### config.mk
export PLATFORM = sky130hd
export DESIGN_NAME = fifo_drain_ctrl
export DESIGN_NICKNAME = d
export VERILOG_FILES = /design/src/rtl/fifo_drain_ctrl.sv
export SDC_FILE = /design/constraint.sdc
export NUM_CORES = 1
export LEC_CHECK = 0
export CORE_MARGIN = 10
export CORE_UTILIZATION = 44
export CTS_BUF_LIST = sky130_fd_sc_hd__clkbuf_2 sky130_fd_sc_hd__clkbuf_4 sky130_fd_sc_hd__clkbuf_8
export DETAILED_ROUTE_END_ITERATION = 8
export PLACE_DENSITY = 0.8
export SETUP_SLACK_MARGIN = 0.02
export SLEW_MARGIN = 5
export SYNTH_ARGS = -nofsm -noshare
export SYNTH_HDL_FRONTEND = slang
export SYNTH_SLANG_ARGS = --single-unit
### constraint.sdc
create_clock -name CLK -period 1.5 [get_ports CLK]
set_input_delay 0.15 -clock CLK [delete_from_list [all_inputs] [get_ports CLK]]
set_output_delay 0.15 -clock CLK [all_outputs]
set_load 0.005 [all_outputs]
### src/rtl/fifo_drain_ctrl.sv
// rtl/fifo_drain_ctrl.sv - FIFO read-side drain controller feeding a serial transmitter (optional macro FIFO_DRAIN_TIMEOUT_EN)
module fifo_drain_ctrl #(
  parameter int DATA_WIDTH     = 8,
  parameter int CNT_WIDTH      = 8,
  parameter int TIMEOUT_CYCLES = 64,
  parameter int TMR_WIDTH      = 8
) (
  input  logic                  CLK,
  input  logic                  RST,
  input  logic                  drain_en,
  input  logic                  fifo_empty,
  input  logic [DATA_WIDTH-1:0] fifo_rd_data,
  output logic                  fifo_r_inc,
  input  logic                  tx_busy,
  output logic [DATA_WIDTH-1:0] tx_data,
  output logic                  tx_valid,
  output logic [CNT_WIDTH-1:0]  frame_cnt,
  output logic                  timeout_err
);

  typedef enum logic [2:0] {
    IDLE      = 3'd0,
    SEND      = 3'd1,
    WAIT_ACK  = 3'd2,
    WAIT_DONE = 3'd3,
    RESEND    = 3'd4
  } state_t;

  state_t state;
  state_t state_nxt;

  // The ack timer must be able to count up to TIMEOUT_CYCLES-1
  if (TIMEOUT_CYCLES < 2 || (TIMEOUT_CYCLES - 1) >= (1 << TMR_WIDTH)) begin : g_bad_timeout_cfg
    $error("fifo_drain_ctrl: TMR_WIDTH cannot hold TIMEOUT_CYCLES-1");
  end

`ifdef FIFO_DRAIN_TIMEOUT_EN
  localparam logic [TMR_WIDTH-1:0] TMR_LAST = TMR_WIDTH'(TIMEOUT_CYCLES - 1);

  logic [TMR_WIDTH-1:0] timer;
  logic                 ack_expired;

  assign ack_expired = (state == WAIT_ACK) && !tx_busy && (timer == TMR_LAST);

  // Ack-wait timer: zero outside WAIT_ACK so every (re)send starts a fresh window
  always_ff @(posedge CLK or negedge RST) begin
    if (!RST) begin
      timer <= '0;
    end else if (state != WAIT_ACK) begin
      timer <= '0;
    end else if (!tx_busy) begin
      timer <= timer + 1'b1;
    end
  end

  // Sticky timeout flag, raised on the cycle the ack window expires
  always_ff @(posedge CLK or negedge RST) begin
    if (!RST) begin
      timeout_err <= 1'b0;
    end else if (ack_expired) begin
      timeout_err <= 1'b1;
    end
  end
`else
  assign timeout_err = 1'b0;
`endif

  // State register
  always_ff @(posedge CLK or negedge RST) begin
    if (!RST) begin
      state <= IDLE;
    end else begin
      state <= state_nxt;
    end
  end

  // Next-state decode: one word per frame, frame ends when busy falls
  always_comb begin
    state_nxt = state;
    case (state)
      IDLE: begin
        if (drain_en && !fifo_empty && !tx_busy) begin
          state_nxt = SEND;
        end
      end
      SEND: begin
        state_nxt = WAIT_ACK;
      end
      WAIT_ACK: begin
        if (tx_busy) begin
          state_nxt = WAIT_DONE;
`ifdef FIFO_DRAIN_TIMEOUT_EN
        end else if (ack_expired) begin
          state_nxt = RESEND;
`endif
        end
      end
      WAIT_DONE: begin
        if (!tx_busy) begin
          state_nxt = IDLE;
        end
      end
`ifdef FIFO_DRAIN_TIMEOUT_EN
      RESEND: begin
        state_nxt = WAIT_ACK;
      end
`endif
      default: begin
        state_nxt = IDLE;
      end
    endcase
  end

  // Moore outputs: start pulse on every (re)send, pop only on the first send
  always_comb begin
    tx_valid   = (state == SEND) || (state == RESEND);
    fifo_r_inc = (state == SEND);
  end

  // Capture the FIFO head on the accept edge; it is held for retries
  always_ff @(posedge CLK or negedge RST) begin
    if (!RST) begin
      tx_data <= '0;
    end else if ((state == IDLE) && (state_nxt == SEND)) begin
      tx_data <= fifo_rd_data;
    end
  end

  // Completed-frame counter, bumped when the transmitter drops busy
  always_ff @(posedge CLK or negedge RST) begin
    if (!RST) begin
      frame_cnt <= '0;
    end else if ((state == WAIT_DONE) && !tx_busy) begin
      frame_cnt <= frame_cnt + 1'b1;
    end
  end

endmodule

==> impl_metrics.py, run 1 <==
metrics = {
    "status": {
        "status": "complete, no violations",
    },
    "global_route": {
        "grt.total_usage_pct": 8.87,
        "grt-ovfl-total": 0,
        "grt_first_pass_wirelength_microns": 2960,
        "grt_pass1_vias": 640,
        "antenna_found_initial": 0,
        "grt_max_degree": 20,
    },
    "logic_synthesis": {
        "synth-edff-count": 0,
        "ys_ff_latch": 19,
        "synth_area_sq_um": 838,
        "ys.flop_type": "dfrtp_1",
        "seq_area_frac_synth_pct": 56.7,
        "syn-instance-count": 63,
        "ys_warn_count": 0,
        "synthArstFlopShare_pct": 100,
        "avgSynthCellArea_sq_um": 13.3,
        "synth_cell_types": 18,
    },
    "clocking": {
        "path_clk_slew_ns": 0.11,
        "cts_tree": "yes",
        "clk_latency_ns": 0.29,
        "cts_sinks": 19,
        "cts_buffers": 3,
        "cts-htree-levels": 1,
        "root_buffer": "clkbuf_4",
        "cts_buffer_depth": 2,
    },
    "die": {
        "die_w_microns": 63.7,
        "rows": 15,
        "io_pins": 32,
        "die_y_microns": 63.7,
        "coreArea_sq_um": 1760,
        "die_area_sq_um": 4050,
        "start_util_pct": 47.5,
    },
    "worst_setup_path": {
        "required_ns": 1.35,
        "rr_startpoint": "state[2]",
        "slowest_delay_ns": 0.53,
        "endpoint_kind": "output port",
        "slowest_stage": "clkdlybuf4s50_1",
        "path_cells": "clkdlybuf4s50_1",
        "critPathKind": "reg -> out",
        "r2r_setup_slack_ns": 0.11,
        "cp_max_fo": 5,
        "regToRegEndpoint": "tx_data[7]",
        "worst_ep_arrival_time_ns": 1.26,
        "path_buf_inv": 1,
        "start_kind": "flip-flop",
        "rr_worst_depth": 4,
        "critPathTopFamily": "buffers and inverters",
    },
    "detailed_routing": {
        "finalWirelength_microns": 1730,
        "drc": 0,
        "drtIter0Drc": 8,
        "drt_first_pass_iters": 4,
        "wl_per_cell_microns": 13.9,
        "vias": 601,
        "via_per_inst": 4.81,
        "antenna_left": 0,
    },
    "sta": {
        "period_needed_ns": 1.41,
        "clock-skew-final_ns": 0.00600,
        "finalMaxSlewViolations": 0,
        "setup_violations": 0,
        "fmax_mhz": 711,
        "report.final.hold_viol_count": 0,
        "rsz0062_at_grt": "no",
        "final.setup.worst_slack_ns": 0.0934,
        "finalCritPeriodShare_pct": 93.8,
    },
    "power": {
        "powerDensity_nw_per_um2": 932,
        "irDropWorstVdd_v": 0.000587,
        "p_leak_nw": 0.544,
    },
    "finish": {
        "diodes": 0,
        "seq_area_sq_um": 480,
        "multi_input_area_sq_um": 362,
        "finish.instance_area_sq_um": 1220,
        "drive_gt1_share_pct": 25.0,
        "nets": 115,
        "area_growth_pct": 45.2,
        "nFillCells": 147,
    },
    "min_path": {
        "hold_class": "in -> async",
    },
    "placed_design": {
        "post-place-ws_ns": -0.0000284,
        "place_congestion": 0.779,
        "detailed_place_hpwl_microns": 1390,
        "dpl_cell_area_sq_um": 1170,
        "numPortBuffers": 30,
    },
    "flow_run": {
        "maxCapViolCount": 0,
    },
}
[power breakdown]
part | leakage, nW | internal (W) | switching (W) | total (W)
clock network | 0.0177 | 0.0000991 | 0.000156 | 0.000256
registers | 0.241 | 0.000576 | 0.0000379 | 0.000614
logic | 0.285 | 0.000186 | 0.0000794 | 0.000266
total | 0.544 | 0.000861 | 0.000274 | 0.00114
[repair_timing]
action	4_1_cts	5_1_grt
hold buffers	0	0
resized for setup	5	4
buffers inserted	2	0
endpoints found under the hold margin	0	0
endpoints found under the setup margin	2	10
cloned	0	0
[per-stage QoR]
stage / setup TNS (ns) / power (W) / util, % / hold slack (ns) / std cells
after CTS: 0 / 0.00115 / 69.0 / 0.180 / 125
after global routing: 0 / 0.00121 / 69.0 / 0.165 / 125
after detailed placement: -0.0000284 / 0.000891 / 66.5 / 0.469 / 119
after floorplan: 0 / 0.000699 / - / -0.146 / 64
after global placement: 0 / 0.000883 / 66.5 / 0.459 / 119
final: 0 / 0.00114 / 69.0 / 0.179 / 125
[how the worst max path moves through the flow]
stage               slack [ns]  depth (start not counted)    startpoint      endpoint
global placement          0.03                          4       tx_busy  frame_cnt[7]
detailed placement    -0.00003                          4       tx_busy  frame_cnt[7]
global route              0.02                          1  frame_cnt[1]  frame_cnt[1]
floorplan                 0.24                          3      state[0]    tx_data[0]
finish                    0.09                          1  frame_cnt[1]  frame_cnt[1]
CTS                       0.01                          3      state[2]    fifo_r_inc
[synthesized netlist by cell type, drive strengths merged, types with 2 or more instances]
cell type	instances	area share (%)
nor2	4	1.8
mux2	8	11
xnor2	5	5.2
xor2	3	3.1
dfrtp	19	57
nand4	2	1.5
nor3	3	1.8
nand2	9	4.0
[layer usage]
layer  GRT usage (%)  vias up  wire length (microns)
li1                -      289                      -
met1            8.92      285                    710
met2            13.8       27                    780
met3            7.07        0                    244
met4            2.46        0                      0
met5               0        -                      0
[cells in the final DEF, fill, tap and decap left out]
| cell | netlist | routed |
|---|---|---|
| o21ai_0 | 1 | 1 |
| dfrtp_1 | 19 | 15 |
| clkbuf_4 | 0 | 3 |
| nor2_1 | 4 | 3 |
| clkbuf_2 | 0 | 1 |
| nor4_4 | 1 | 1 |
| xor2_1 | 3 | 3 |
| and4bb_2 | 1 | 1 |
| nand4b_4 | 1 | 1 |
| nand3_1 | 1 | 1 |
| nor3b_1 | 1 | 1 |
| nand4_1 | 2 | 2 |
| clkdlybuf4s50_1 | 0 | 28 |
| ha_1 | 1 | 1 |
| nor2_2 | 0 | 1 |
| buf_4 | 1 | 3 |
| nand2_1 | 9 | 9 |
| conb_1 | 1 | 2 |
| mux2_2 | 8 | 8 |
| clkinv_2 | 0 | 1 |
| dlygate4sd2_1 | 0 | 1 |
| dfrtp_2 | 0 | 4 |
| xnor2_1 | 5 | 5 |
| nand4bb_4 | 1 | 1 |
| nor3_1 | 3 | 3 |
[registers in the layout, indices dropped and copies added (netlist names)]
| register | flops |
|---|---|
| frame_cnt | 8 |
| tx_data | 8 |
| state | 3 |
[cells by family after synthesis]
logic type / after synthesis / synth area share, %
mux: 8 / 10.7
buf+inv: 1 / 0.896
simple gates: 24 / 20.7
flops: 19 / 56.7
xor+xnor: 8 / 8.36
compound gates: 1 / 0.596
other cells: 1 / 0.447
fa+ha+maj: 1 / 1.49
[final cells by class]
type	count	area share [%]
clock buffers	3	1.85
clock inverters	1	0.411
multi-input cells	44	29.7
flip-flops and latches	19	39.5
well taps	25	2.57
repair buffers	33	26.0
Note: power is estimated with default switching activity, not from simulation.
==> inputs of run 2 (changes only) <==
--- a/config.mk
+++ b/config.mk
@@ -6,10 +6,10 @@
 export NUM_CORES = 1
 export LEC_CHECK = 0
 export CORE_MARGIN = 10
-export CORE_UTILIZATION = 44
+export CORE_UTILIZATION = 40
 export CTS_BUF_LIST = sky130_fd_sc_hd__clkbuf_2 sky130_fd_sc_hd__clkbuf_4 sky130_fd_sc_hd__clkbuf_8
 export DETAILED_ROUTE_END_ITERATION = 8
-export PLACE_DENSITY = 0.8
+export PLACE_DENSITY = 0.77
 export SETUP_SLACK_MARGIN = 0.02
 export SLEW_MARGIN = 5
 export SYNTH_ARGS = -nofsm -noshare
==> constraint.sdc (replaced) <==
create_clock -name CLK -period 1.2 [get_ports CLK]
set_input_delay 0.12 -clock CLK [delete_from_list [all_inputs] [get_ports CLK]]
set_output_delay 0.12 -clock CLK [all_outputs]
set_load 0.005 [all_outputs]
==> run 2 against run 1 <==
Against the previous run:
- the run now ends with setup timing left
- global-route usage is 2.8 points higher
- via count is 19% higher
- worst setup slack worse by 0.23 ns
- wire length is 35% higher
- largest power group unchanged
- highest routed layer is now met4
==> impl_metrics.py, run 2 (synthesis results as in run 1) <==
metrics = {
    "status": {
        "status": "finished with violations",
        "violations": "setup timing",
    },
    "detailed_routing": {
        "drt_first_pass_iters": 2,
        "finalWirelength_microns": 2350,
        "via_per_inst": 4.85,
        "wl_per_cell_microns": 15.9,
        "vias": 718,
        "antenna_left": 0,
        "drtIter0Drc": 2,
        "dr_wl_met2_microns": 1270,
        "topRoutingLayerUsed": "met4",
        "drc": 0,
        "wl_met3_microns": 245,
        "wl_met1_microns": 823,
    },
    "worst_setup_path": {
        "slowest_stage": "dfrtp_2",
        "start_kind": "flip-flop",
        "slowest_delay_ns": 0.44,
        "cp_max_fo": 5,
        "rr_startpoint": "state[2]",
        "required_ns": 1.39,
        "critPathKind": "reg -> reg",
        "endpoint_kind": "flip-flop",
        "r2r_setup_slack_ns": -0.13,
        "rr_worst_depth": 4,
        "regToRegEndpoint": "tx_data[6]",
        "worst_ep_arrival_time_ns": 1.53,
        "path_cells": "buf_6, nor2_4, nand4b_4, mux2_4",
    },
    "finish": {
        "utilization_pct": 72.6,
        "area_growth_pct": 71.6,
        "final_cell_mix": "18 x buf_4, 17 x dfrtp_1, 16 x dlygate4sd2_1",
        "nets": 136,
        "finish.instance_area_sq_um": 1440,
        "drive_gt1_share_pct": 43.8,
        "diodes": 0,
        "largestRegisters": "frame_cnt (8), tx_data (8), state (3)",
        "final_common_cell": "buf_4",
    },
    "power": {
        "p_total_w": 0.00143,
        "p_leak_nw": 0.739,
        "irDropWorstVdd_v": 0.000868,
        "powerDensity_nw_per_um2": 994,
    },
    "global_route": {
        "grt_max_degree": 20,
        "grt.total_usage_pct": 11.7,
        "grt_pass1_vias": 789,
        "antenna_found_initial": 0,
        "grt-ovfl-total": 0,
        "grt_first_pass_wirelength_microns": 3990,
    },
    "die": {
        "start_util_pct": 42.3,
        "coreArea_sq_um": 1980,
        "rows": 16,
        "die_y_microns": 65.8,
        "die_w_microns": 65.8,
        "die_area_sq_um": 4330,
        "io_pins": 32,
    },
    "placed_design": {
        "dpl_cell_area_sq_um": 1230,
        "numPortBuffers": 30,
        "detailed_place_hpwl_microns": 1490,
        "place_congestion": 0.744,
    },
    "min_path": {
        "hold_class": "in -> async",
    },
    "clocking": {
        "root_buffer": "clkbuf_4",
        "cts_buffers": 3,
        "clk_latency_ns": 0.30,
        "cts_tree": "yes",
        "cts-htree-levels": 1,
        "cts_buffer_depth": 2,
        "cts_sinks": 19,
        "cts_hold_buf": 0,
        "path_clk_slew_ns": 0.11,
    },
    "sta": {
        "finalCritPeriodShare_pct": 111,
        "tns_ns": -1.29,
        "rsz0062_at_grt": "yes",
        "finalMaxSlewViolations": 0,
        "clock-skew-final_ns": 0.00171,
        "report.final.hold_viol_count": 0,
        "period_needed_ns": 1.33,
        "final.setup.worst_slack_ns": -0.133,
        "setup_violations": 17,
        "fmax_mhz": 750,
    },
    "flow_run": {
        "maxCapViolCount": 0,
    },
}
-- run 2: worst max-delay path: cells and delay by family (launching register included) --
| family | cells | cell delay [ns] |
|---|---|---|
| and+or+nand+nor | 2 | 0.32 |
| buffers and inverters | 1 | 0.13 |
| muxes | 1 | 0.33 |
| DFF | 1 | 0.44 |
-- run 2: layer usage --
| layer | up-vias | GRT usage (%) |
|---|---|---|
| met4 | 0 | 2.41 |
| met3 | 2 | 5.93 |
| met1 | 356 | 11.3 |
| li1 | 334 | - |
| met5 | - | 0 |
| met2 | 26 | 21.6 |
-- run 2: where the power goes --
part,switching [W],internal [W],total [W]
Sequential,0.0000378,0.000719,0.000756
Clock,0.000200,0.000124,0.000324
Combinational,0.000130,0.000219,0.000349
Total,0.000368,0.00106,0.00143
-- run 2: worst max-delay path by stage --
stage | start | endpoint | slack [ns] | cells past startpoint
after floorplan | state[2] | tx_data[0] | 0.03 | 3
after global placement | tx_busy | tx_data[6] | -0.19 | 4
after detailed placement | tx_busy | tx_data[6] | -0.24 | 4
after CTS | state[1] | tx_data[6] | -0.12 | 4
after global routing | state[2] | tx_data[6] | -0.18 | 4
final | state[2] | tx_data[6] | -0.13 | 4
-- run 2: what timing repair did --
item | in CTS | in global routing
pin swaps | 15 | 3
gates resized for setup | 35 | 7
endpoints found under the setup margin | 30 | 20
cloned | 1 | 0
buffers inserted | 17 | 0
-- run 2: area by class of cell --
| class | count | area (sq um) |
|---|---|---|
| Tap cell | 27 | 33.8 |
| Multi-Input combinational cell | 45 | 438 |
| Clock buffer | 3 | 22.5 |
| Clock inverter | 1 | 5.00 |
| Sequential cell | 19 | 478 |
| Fill cell | 145 | 543 |
| Timing Repair Buffer | 53 | 462 |
-- run 2: through the flow --
step	hold WS (ns)	cells	worst slack, ns
final	0.150	148	-0.133
after global routing	0.163	148	-0.178
after detailed placement	0.460	127	-0.240
after global placement	0.457	127	-0.188
after CTS	0.145	148	-0.121
after floorplan	-0.176	64	0.0269
